$ cat src/rtl/clock_pkg.sv
// Shared types and constants for the HH:MM clock set controller.
package clock_pkg;

    typedef enum logic [1:0] {
        ST_RUN     = 2'b00,
        ST_SET_HR  = 2'b01,
        ST_SET_MIN = 2'b10,
        ST_COMMIT  = 2'b11
    } state_t;

    localparam int HR_TENS_W  = 2;
    localparam int HR_ONES_W  = 4;
    localparam int MIN_TENS_W = 3;
    localparam int MIN_ONES_W = 4;

    localparam logic [HR_TENS_W-1:0]  HR_MAX_TENS      = 2'd2;
    localparam logic [HR_ONES_W-1:0]  HR_MAX_ONES_AT_2 = 4'd3;
    localparam logic [MIN_TENS_W-1:0] MIN_MAX_TENS     = 3'd5;

    // Display digit positions in blank_mask
    localparam int BLK_HR_TENS  = 5;
    localparam int BLK_HR_ONES  = 4;
    localparam int BLK_MIN_TENS = 3;
    localparam int BLK_MIN_ONES = 2;
    localparam int BLK_SEC_TENS = 1;
    localparam int BLK_SEC_ONES = 0;

    localparam logic [5:0] HR_FIELD_MASK  = (6'b1 << BLK_HR_TENS)  | (6'b1 << BLK_HR_ONES);
    localparam logic [5:0] MIN_FIELD_MASK = (6'b1 << BLK_MIN_TENS) | (6'b1 << BLK_MIN_ONES);

    typedef struct packed {
        logic [HR_TENS_W-1:0]  hr_tens;
        logic [HR_ONES_W-1:0]  hr_ones;
        logic [MIN_TENS_W-1:0] min_tens;
        logic [MIN_ONES_W-1:0] min_ones;
    } hhmm_t;

    // BCD hours +1 with 23 -> 00 wrap; minutes untouched
    function automatic hhmm_t inc_hours(input hhmm_t t);
        hhmm_t r;
        r = t;
        if (t.hr_tens == HR_MAX_TENS && t.hr_ones == HR_MAX_ONES_AT_2) begin
            r.hr_tens = '0;
            r.hr_ones = '0;
        end else if (t.hr_ones == 4'd9) begin
            r.hr_ones = '0;
            r.hr_tens = t.hr_tens + 2'd1;
        end else begin
            r.hr_ones = t.hr_ones + 4'd1;
        end
        return r;
    endfunction

    // BCD minutes +1 with 59 -> 00 wrap; hours untouched
    function automatic hhmm_t inc_minutes(input hhmm_t t);
        hhmm_t r;
        r = t;
        if (t.min_ones == 4'd9) begin
            r.min_ones = '0;
            r.min_tens = (t.min_tens == MIN_MAX_TENS) ? 3'd0 : t.min_tens + 3'd1;
        end else begin
            r.min_ones = t.min_ones + 4'd1;
        end
        return r;
    endfunction

endpackage

$ cat src/rtl/btn_debounce.sv
// Push-button synchronizer and debouncer with a one-cycle press pulse.
module btn_debounce #(
    parameter int DEBOUNCE_CYC = 1_000_000
) (
    input  logic clk,
    input  logic rst,
    input  logic raw,
    output logic level,
    output logic press
);

    localparam int CW = (DEBOUNCE_CYC > 1) ? $clog2(DEBOUNCE_CYC) : 1;
    localparam logic [CW-1:0] CNT_LAST = CW'(DEBOUNCE_CYC - 1);

    logic          sync1;
    logic          sync2;
    logic [CW-1:0] cnt;

    // Synchronize, then accept a new level only after it has been stable long enough;
    // press fires in the same cycle the debounced level rises.
    always_ff @(posedge clk) begin
        if (!rst) begin
            sync1 <= 1'b0;
            sync2 <= 1'b0;
            cnt   <= '0;
            level <= 1'b0;
            press <= 1'b0;
        end else begin
            sync1 <= raw;
            sync2 <= sync1;
            press <= 1'b0;
            if (sync2 == level) begin
                cnt <= '0;
            end else if (cnt == CNT_LAST) begin
                cnt   <= '0;
                level <= sync2;
                press <= sync2;
            end else begin
                cnt <= cnt + 1'b1;
            end
        end
    end

endmodule

$ cat src/rtl/clock_set_ctrl.sv
// Mode/time-set controller: 1 Hz enable, button handling, HH:MM edit and load.
//
//   state      | meaning
//   -----------+-------------------------------------------------------
//   ST_RUN     | clock running, sec_tick generated, INC ignored
//   ST_SET_HR  | editing hours, hours digits blink
//   ST_SET_MIN | editing minutes, minutes digits blink
//   ST_COMMIT  | one cycle, load pulse carries the edited time
module clock_set_ctrl
    import clock_pkg::*;
#(
    parameter int CLK_HZ       = 100_000_000,
    parameter int DEBOUNCE_CYC = 1_000_000,
    parameter int BLINK_DIV    = 25_000_000
) (
    input  logic                  clk,
    input  logic                  rst,
    input  logic                  btn_mode,
    input  logic                  btn_inc,
    input  logic [HR_TENS_W-1:0]  cur_hr_tens,
    input  logic [HR_ONES_W-1:0]  cur_hr_ones,
    input  logic [MIN_TENS_W-1:0] cur_min_tens,
    input  logic [MIN_ONES_W-1:0] cur_min_ones,
    output logic                  run_en,
    output logic                  sec_tick,
    output logic                  load,
    output logic [HR_TENS_W-1:0]  ld_hr_tens,
    output logic [HR_ONES_W-1:0]  ld_hr_ones,
    output logic [MIN_TENS_W-1:0] ld_min_tens,
    output logic [MIN_ONES_W-1:0] ld_min_ones,
    output logic [5:0]            blank_mask,
    output logic [1:0]            mode
);

    localparam int DIV_W = (CLK_HZ > 1) ? $clog2(CLK_HZ) : 1;
    localparam logic [DIV_W-1:0] DIV_LAST = DIV_W'(CLK_HZ - 1);
    localparam int BLK_W = (BLINK_DIV > 1) ? $clog2(BLINK_DIV) : 1;
    localparam logic [BLK_W-1:0] BLINK_LAST = BLK_W'(BLINK_DIV - 1);

    state_t           state;
    hhmm_t            edit;
    logic [DIV_W-1:0] div;
    logic [BLK_W-1:0] blink_cnt;
    logic             blink_ph;
    logic             blink_wrap;
    logic             blink_ph_next;
    logic             mode_level;
    logic             mode_press;
    logic             inc_level;
    logic             inc_press;
    logic             mode_p;
    logic             inc_p;

    btn_debounce #(.DEBOUNCE_CYC(DEBOUNCE_CYC)) u_deb_mode (
        .clk   (clk),
        .rst   (rst),
        .raw   (btn_mode),
        .level (mode_level),
        .press (mode_press)
    );

    btn_debounce #(.DEBOUNCE_CYC(DEBOUNCE_CYC)) u_deb_inc (
        .clk   (clk),
        .rst   (rst),
        .raw   (btn_inc),
        .level (inc_level),
        .press (inc_press)
    );

    // A press is only honoured while its debounced level is high (always true at the pulse)
    assign mode_p = mode_press & mode_level;
    assign inc_p  = inc_press & inc_level;

    // Blink phase that the edited field will show after this cycle
    always_comb begin
        blink_wrap    = (blink_cnt == BLINK_LAST);
        blink_ph_next = blink_ph ^ blink_wrap;
    end

    assign mode = state;

    // Main FSM with all outputs registered alongside the state
    always_ff @(posedge clk) begin
        if (!rst) begin
            state       <= ST_RUN;
            run_en      <= 1'b0;
            sec_tick    <= 1'b0;
            load        <= 1'b0;
            blank_mask  <= '0;
            ld_hr_tens  <= '0;
            ld_hr_ones  <= '0;
            ld_min_tens <= '0;
            ld_min_ones <= '0;
            edit        <= '0;
            div         <= '0;
            blink_cnt   <= '0;
            blink_ph    <= 1'b0;
        end else begin
            sec_tick <= 1'b0;
            load     <= 1'b0;
            case (state)
                ST_RUN: begin
                    if (mode_p) begin
                        state      <= ST_SET_HR;
                        run_en     <= 1'b0;
                        div        <= '0;
                        edit       <= {cur_hr_tens, cur_hr_ones, cur_min_tens, cur_min_ones};
                        blink_cnt  <= '0;
                        blink_ph   <= 1'b0;
                        blank_mask <= '0;
                    end else begin
                        run_en     <= 1'b1;
                        blank_mask <= '0;
                        // divider only advances once run_en is already visible
                        if (run_en) begin
                            if (div == DIV_LAST) begin
                                div      <= '0;
                                sec_tick <= 1'b1;
                            end else begin
                                div <= div + 1'b1;
                            end
                        end
                    end
                end
                ST_SET_HR: begin
                    if (mode_p) begin
                        state      <= ST_SET_MIN;
                        blink_cnt  <= '0;
                        blink_ph   <= 1'b0;
                        blank_mask <= '0;
                    end else begin
                        if (inc_p) edit <= inc_hours(edit);
                        blink_cnt  <= blink_wrap ? '0 : blink_cnt + 1'b1;
                        blink_ph   <= blink_ph_next;
                        blank_mask <= blink_ph_next ? HR_FIELD_MASK : 6'b0;
                    end
                end
                ST_SET_MIN: begin
                    if (mode_p) begin
                        state       <= ST_COMMIT;
                        load        <= 1'b1;
                        ld_hr_tens  <= edit.hr_tens;
                        ld_hr_ones  <= edit.hr_ones;
                        ld_min_tens <= edit.min_tens;
                        ld_min_ones <= edit.min_ones;
                        blank_mask  <= '0;
                    end else begin
                        if (inc_p) edit <= inc_minutes(edit);
                        blink_cnt  <= blink_wrap ? '0 : blink_cnt + 1'b1;
                        blink_ph   <= blink_ph_next;
                        blank_mask <= blink_ph_next ? MIN_FIELD_MASK : 6'b0;
                    end
                end
                ST_COMMIT: begin
                    state      <= ST_RUN;
                    run_en     <= 1'b1;
                    div        <= '0;
                    blank_mask <= '0;
                end
                default: begin
                    state <= ST_RUN;
                end
            endcase
        end
    end

endmodule
$ cat config.mk
export PLATFORM = sky130hd
export DESIGN_NAME = clock_set_ctrl
export DESIGN_NICKNAME = d
export VERILOG_FILES = /design/src/rtl/clock_pkg.sv /design/src/rtl/btn_debounce.sv /design/src/rtl/clock_set_ctrl.sv
export SDC_FILE = /design/constraint.sdc
export NUM_CORES = 1
export LEC_CHECK = 0
export BUFFER_PORTS_ARGS = -buffer_cell sky130_fd_sc_hd__buf_2
export CAP_MARGIN = 5
export CORE_UTILIZATION = 55
export DETAILED_ROUTE_END_ITERATION = 7
export HOLD_SLACK_MARGIN = 0.03
export PLACE_DENSITY_LB_ADDON = 0.1
export RECOVER_POWER = 50
export SLEW_MARGIN = 20
export SYNTH_ARGS = -nofsm -noshare
export SYNTH_HDL_FRONTEND = slang
export SYNTH_SLANG_ARGS = --single-unit
$ cat constraint.sdc
create_clock -name clk -period 3.6 [get_ports clk]
set_clock_uncertainty 0.2 [all_clocks]
set_input_delay 0.54 -clock clk [delete_from_list [all_inputs] [get_ports clk]]
set_output_delay 0.54 -clock clk [all_outputs]
set_load 0.01 [all_outputs]
== Word level (Yosys, flattened, before mapping) ==
Index checks and enable logic that the tools add are counted.
Operators by class
  add/sub/neg operators: 8
  multiply operators: 0
  div/mod/pow operators: 0
  order comparisons: 0
  equality and inequality tests: 24
  shifts and indexed selects: 0
  muxes and demuxes: 38
  bitwise gates (word level): 12
  reduce and logical (&&, ||, !) cells: 23
Operators with widths (number)
  two-way mux 25 bit: 4
  two-way mux 27 bit: 3
  case mux 25 bit (3 select lines): 1
  case mux 27 bit (2 select lines): 1
  adder 20 x 1 -> 20 bit, second input constant: 2
  == test 20 bit, second input constant: 2
  two-way mux 13 bit: 3
  case mux 13 bit (3 select lines): 1
  adder 27 x 1 -> 27 bit, second input constant: 1
  == test 27 bit, second input constant: 1
  adder 25 x 1 -> 25 bit, second input constant: 1
  == test 25 bit, second input constant: 1
  two-way mux 6 bit: 3
  case mux 6 bit (3 select lines): 1
  two-way mux 4 bit: 4
  inequality test 2 bit, second input constant: 8
  two-way mux 7 bit: 2
  AND reduction 6 bit: 2
  OR reduction 3 bit: 4
  AND reduction 2 bit: 5
  AND reduction 5 bit: 2
  inverter 1 bit: 9
  adder 4 x 1 -> 4 bit, second input constant: 2
  == test 4 bit, second input constant: 2
  23 further kinds: 40
Storage, ports and cells
  register bits after elaboration: 138
  bits in latches: 0
  RAM bits: 0
  bits in read-only memories: 0
  input port bits: 17
  memories kept: 0

== Logic depth before layout (Yosys ltp) ==
  depth in word-level cells: 6
  mapped depth: 9
  gate-level depth less buffers: 7

== Modules after synthesis ==
Synthesis repeated with hierarchy kept, for this count alone.
Second synthesis, totals
  cells, all modules: 778
  area, all modules: 6498.7 um2
By module, submodules not included
  clock_set_ctrl: instances 1, cells each 534, area each 4336.7 um2, sequential area each 1721.7 um2
  btn_debounce: instances 2, cells each 122, area each 1081.0 um2, sequential area each 480.5 um2

== Least setup slack after synthesis ==
No wires, ideal clock.
  kind: register to register
  start: register state[0] (netlist: mode[0])
  end: register blink_cnt[11]
  setup time: 74 ps
  data arrival time: 2289 ps
  required time: 3326 ps
  setup slack: 1036 ps
  cell stages (with the launch flop): 8
  path buffers: 0
  path through: dfxtp_1 > inv_1 > ha_1 > nand2_1 > o21ai_0 > o31a_2 > or4b_2 > a31oi_1
On the way
  longest elaborated chain between the ends: 3
  elaborated cells between the ends (all ways): 8
  classes of those cells: eq/ne (4); mux (1); reduce/logical (3)
Ends and longest elaborated chain
  start, declared: line clock_set_ctrl.sv:40  | state_t state;
  start signal, assigned: line clock_set_ctrl.sv:85  | state <= ST_RUN;
  start signal, assigned: line clock_set_ctrl.sv:104  | state <= ST_SET_HR;
  start signal, assigned: line clock_set_ctrl.sv:127  | state <= ST_SET_MIN;
  == test 2 bit, or another cell as far along: line clock_set_ctrl.sv:101  | case (state)
  inequality test 2 bit (no line) / nonzero test 3 bit (equally long branches)
  AND reduction 3 bit (no line)
  end signal, assigned: line clock_set_ctrl.sv:133  | blink_cnt <= blink_wrap ? '0 : blink_cnt + 1'b1;
  end signal, assigned: line clock_set_ctrl.sv:149  | blink_cnt <= blink_wrap ? '0 : blink_cnt + 1'b1;
  end, declared: line clock_set_ctrl.sv:43  | logic [BLK_W-1:0] blink_cnt;
Parallel ways exist; a longest one is shown, timed or not.
A chain may end at the register's enable or synchronous reset.

== Final worst setup path ==
  start: input rst
  end: register u_deb_mode.cnt[7]
On the way
  longest elaborated chain between the ends: 2
Ends and longest elaborated chain
  start, declared: line clock_set_ctrl.sv:17  | input logic rst,
  inverter 1 bit (no line)
  OR reduction 3 bit (no line)
  end signal, assigned: line btn_debounce.sv:39  | cnt <= cnt + 1'b1;
  end, declared: line btn_debounce.sv:17  | logic [CW-1:0] cnt;
Every way passes these cells.

==> qor.txt <==
wire length per cell - 14.6 µm
fraction of layout cells with a size suffix above 1 - 8.35%
total CTS buffers - 17
crit path launch type - input pin
first-pass GRT wire length - 22700 µm
#FFs+latches synth - 134
register area share after synthesis - 43.1%
vias in the first global route - 4964
Crit path largest cell delay - 0.86 ns
Sw Share - 22.0%
Initial Util - 56.9%
CP Data Arrival Time - 3.18 ns
Ports - 41
top cell type by total area after synthesis - dfxtp_1
ys flop type - dfxtp_1
EDFF count, synth - 0
Final Wtd Congestion - 0.817
clock slew at reported path FFs - 0.06 ns
gr ovfl total - 0
final slew viol count - 0
# DRC - 0
DR vias/cell - 5.71
clk buf depth - 2
Clk pwr share - 50.9%
Synth top cells by count - dfxtp_1 (134), nor2_1 (104), nand2_1 (71), xor2_1 (46), a21oi_1 (41)
area share of the largest cell type after synthesis - 43.1%
Setup crit end kind - register
worst path required time - 3.75 ns
Max IR drop VDD - 0.534 mV
Seq pwr share - 47.3%
Gate power share - 1.8%
DRT Pass-1 Iters - 5
initial antenna violation count - 0
H-Tree Depth - 4
CTS Root Buffer Type - clkbuf_16
HPWL Detailed - 8860 µm
Hold WS - 0.136 ns
Max-Cap Viols - 0
Layout Cells excl Fill - 918
Synth warnings - 0
antenna diode instance count - 0
Internal - 2.46 mW
Top cell by count, worst path - clkbuf_1
Cells after DPL - 887
final hold violations - 0
cell count after synthesis - 736
PD cells - 452 mW/mm²
RSZ-0062 raised after global routing - false
Max Fclk - 330 MHz
Sink Count - 134
Die H - 108 µm
P_sw - 695 µW
FILL cells - 964
final core occ - 64.0%
worst skew pair latency - 0.42 ns
FFs w/ async S/R, synth - 0%
top post-synthesis cells by area - dfxtp_1 (43%), xor2_1 (6.5%), nor2_1 (6.3%)
core area - 0.0109 mm²
setup_tns - 0 ns
Slowest-stage cell, CP - clkbuf_1
Die Wd - 108 µm
Post-Syn Area - 0.00622 mm²
post-route ant nets - 0
post-cts gate resize count - 0
peak fanout along the critical path - 28
crit path time final - 3.03 ns
Pwr Total - 3.16 mW
number of distinct library cells after synthesis - 60
critical-path cell list - clkbuf_1 -> clkinv_1 -> clkbuf_1 -> or3_1 -> nor2_1
detailed-route via count - 5245
most frequent cell after synthesis - dfxtp_1
fraction of the cycle the final worst path needs - 84.1%
status - finished clean
GR Util All Layers - 24.8%
CTS tree - built
largest net degree at the start of global routing - 29
final setup vio count - 0
row cnt - 38
Worst-Margin Slew - 1.28 ns
PortBufs - 38
setup repair bufs after CTS - 0
Leak - 2.37 nW
kind of critical path - input pin to register
area grow syn2layout - 12.4%
die area - 0.0117 mm²
Rel. slew slack - 14.6%
Hold-fix buffers, CTS - 0
syn_area_per_cell - 8.45 µm²
Nets - 796
Starting DRT DRC Count - 319
Tightest Hold Check Type - input pin to register
final wirelength - 13400 µm
[metal layers]
metal | part of all wire [%] | GRT usage (%) | vias to the layer above
met5 | 0 | 0 | -
met3 | 4.6 | 5.91 | 20
met2 | 46 | 40.2 | 137
met1 | 48 | 32.1 | 2465
met4 | 1.5 | 8.88 | 0
li1 | - | - | 2623
[path summary, 6_finish.rpt]
path | start | end | slack (ns) | cells past startpoint
worst max register to register | mode[0]$_SDFFE_PN0P_ | blink_cnt[11]$_SDFFE_PN0P_ | 0.60 | 8
worst max-delay path | rst | u_deb_mode.cnt[7]$_SDFF_PP0_ | 0.57 | 5
worst min-delay path | btn_inc | u_deb_inc.sync1$_SDFF_PN0_ | 0.14 | 2
worst min register to register | u_deb_mode.sync1$_SDFF_PN0_ | u_deb_mode.sync2$_SDFF_PN0_ | 0.25 | 1
[layout by cell type (no fill, tap or decap), types with 17 or more instances in the layout]
| master | n |
|---|---|
| inv_1 | 20 |
| nor3_1 | 17 |
| nor2_1 | 104 |
| dfxtp_1 | 134 |
| nand4_1 | 40 |
| clkbuf_1 | 24 |
| nand3_1 | 40 |
| xnor2_1 | 36 |
| xor2_1 | 46 |
| a21oi_1 | 41 |
| clkbuf_16 | 17 |
| nand2_1 | 71 |
[through the flow]
step           setup WS [ns]  instance area (µm²)
2_1_floorplan           1.04                 6220
3_3_place_gp           0.718                 6480
3_5_place_dp           0.622                 6480
4_1_cts                0.579                 7030
5_1_grt                0.293                 7000
6_report               0.572                 7000
[critical path, delay by kind of cell]
kind | cells | cell delay [ns]
buffers and inverters | 3 | 1.59
and+or+nand+nor | 2 | 1.03
[power groups by stage]
stage	sequential (mW)	clock [mW]	combinational, mW
final	1.49	1.61	0.0564
after global routing	1.49	1.69	0.0635
after CTS	1.49	1.63	0.0576
after detailed placement	1.53	0	0.0567
after global placement	1.53	0	0.0551
after floorplan	1.53	0	0.0402
[logic make-up after synthesis]
family / synth area share [%]
AO/OA/AOI/OAI: 8.55
other: 0.0603
adder cells (fa/ha/maj): 2.61
AND/OR/NAND/NOR: 29.0
XOR/XNOR: 11.5
multiplexers: 1.13
buffers and inverters: 3.94
flip-flops: 43.1
[area by class of cell]
class	count	area (µm²)	share of cell area, %
multi-input combinational	546	3300	47.1
tap	140	175	2.50
sequential	134	2680	38.3
clock buffer	18	439	6.28
timing repair buffer	45	210	3.00
clock inverter	13	109	1.56
inverter	22	82.6	1.18
[sequential cells by signal (all words and copies together), names as in the netlist]
| signal | flops |
|---|---|
| ld_hr_ones | 4 |
| div | 27 |
| u_deb_mode.cnt | 20 |
| edit | 13 |
| mode | 2 |
| u_deb_inc.sync2 | 1 |
| u_deb_mode.level | 1 |
| blink_cnt | 25 |
| ld_min_tens | 3 |
| blank_mask | 2 |
| u_deb_inc.cnt | 20 |
| u_deb_inc.sync1 | 1 |
| u_deb_inc.level | 1 |
| sec_tick | 1 |
| ld_hr_tens | 2 |
| u_deb_mode.sync1 | 1 |
| blink_ph | 1 |
| u_deb_inc.press | 1 |
| u_deb_mode.sync2 | 1 |
| ld_min_ones | 4 |
| u_deb_mode.press | 1 |
| run_en | 1 |
| load | 1 |
Note: power is estimated with default switching activity, not from simulation.
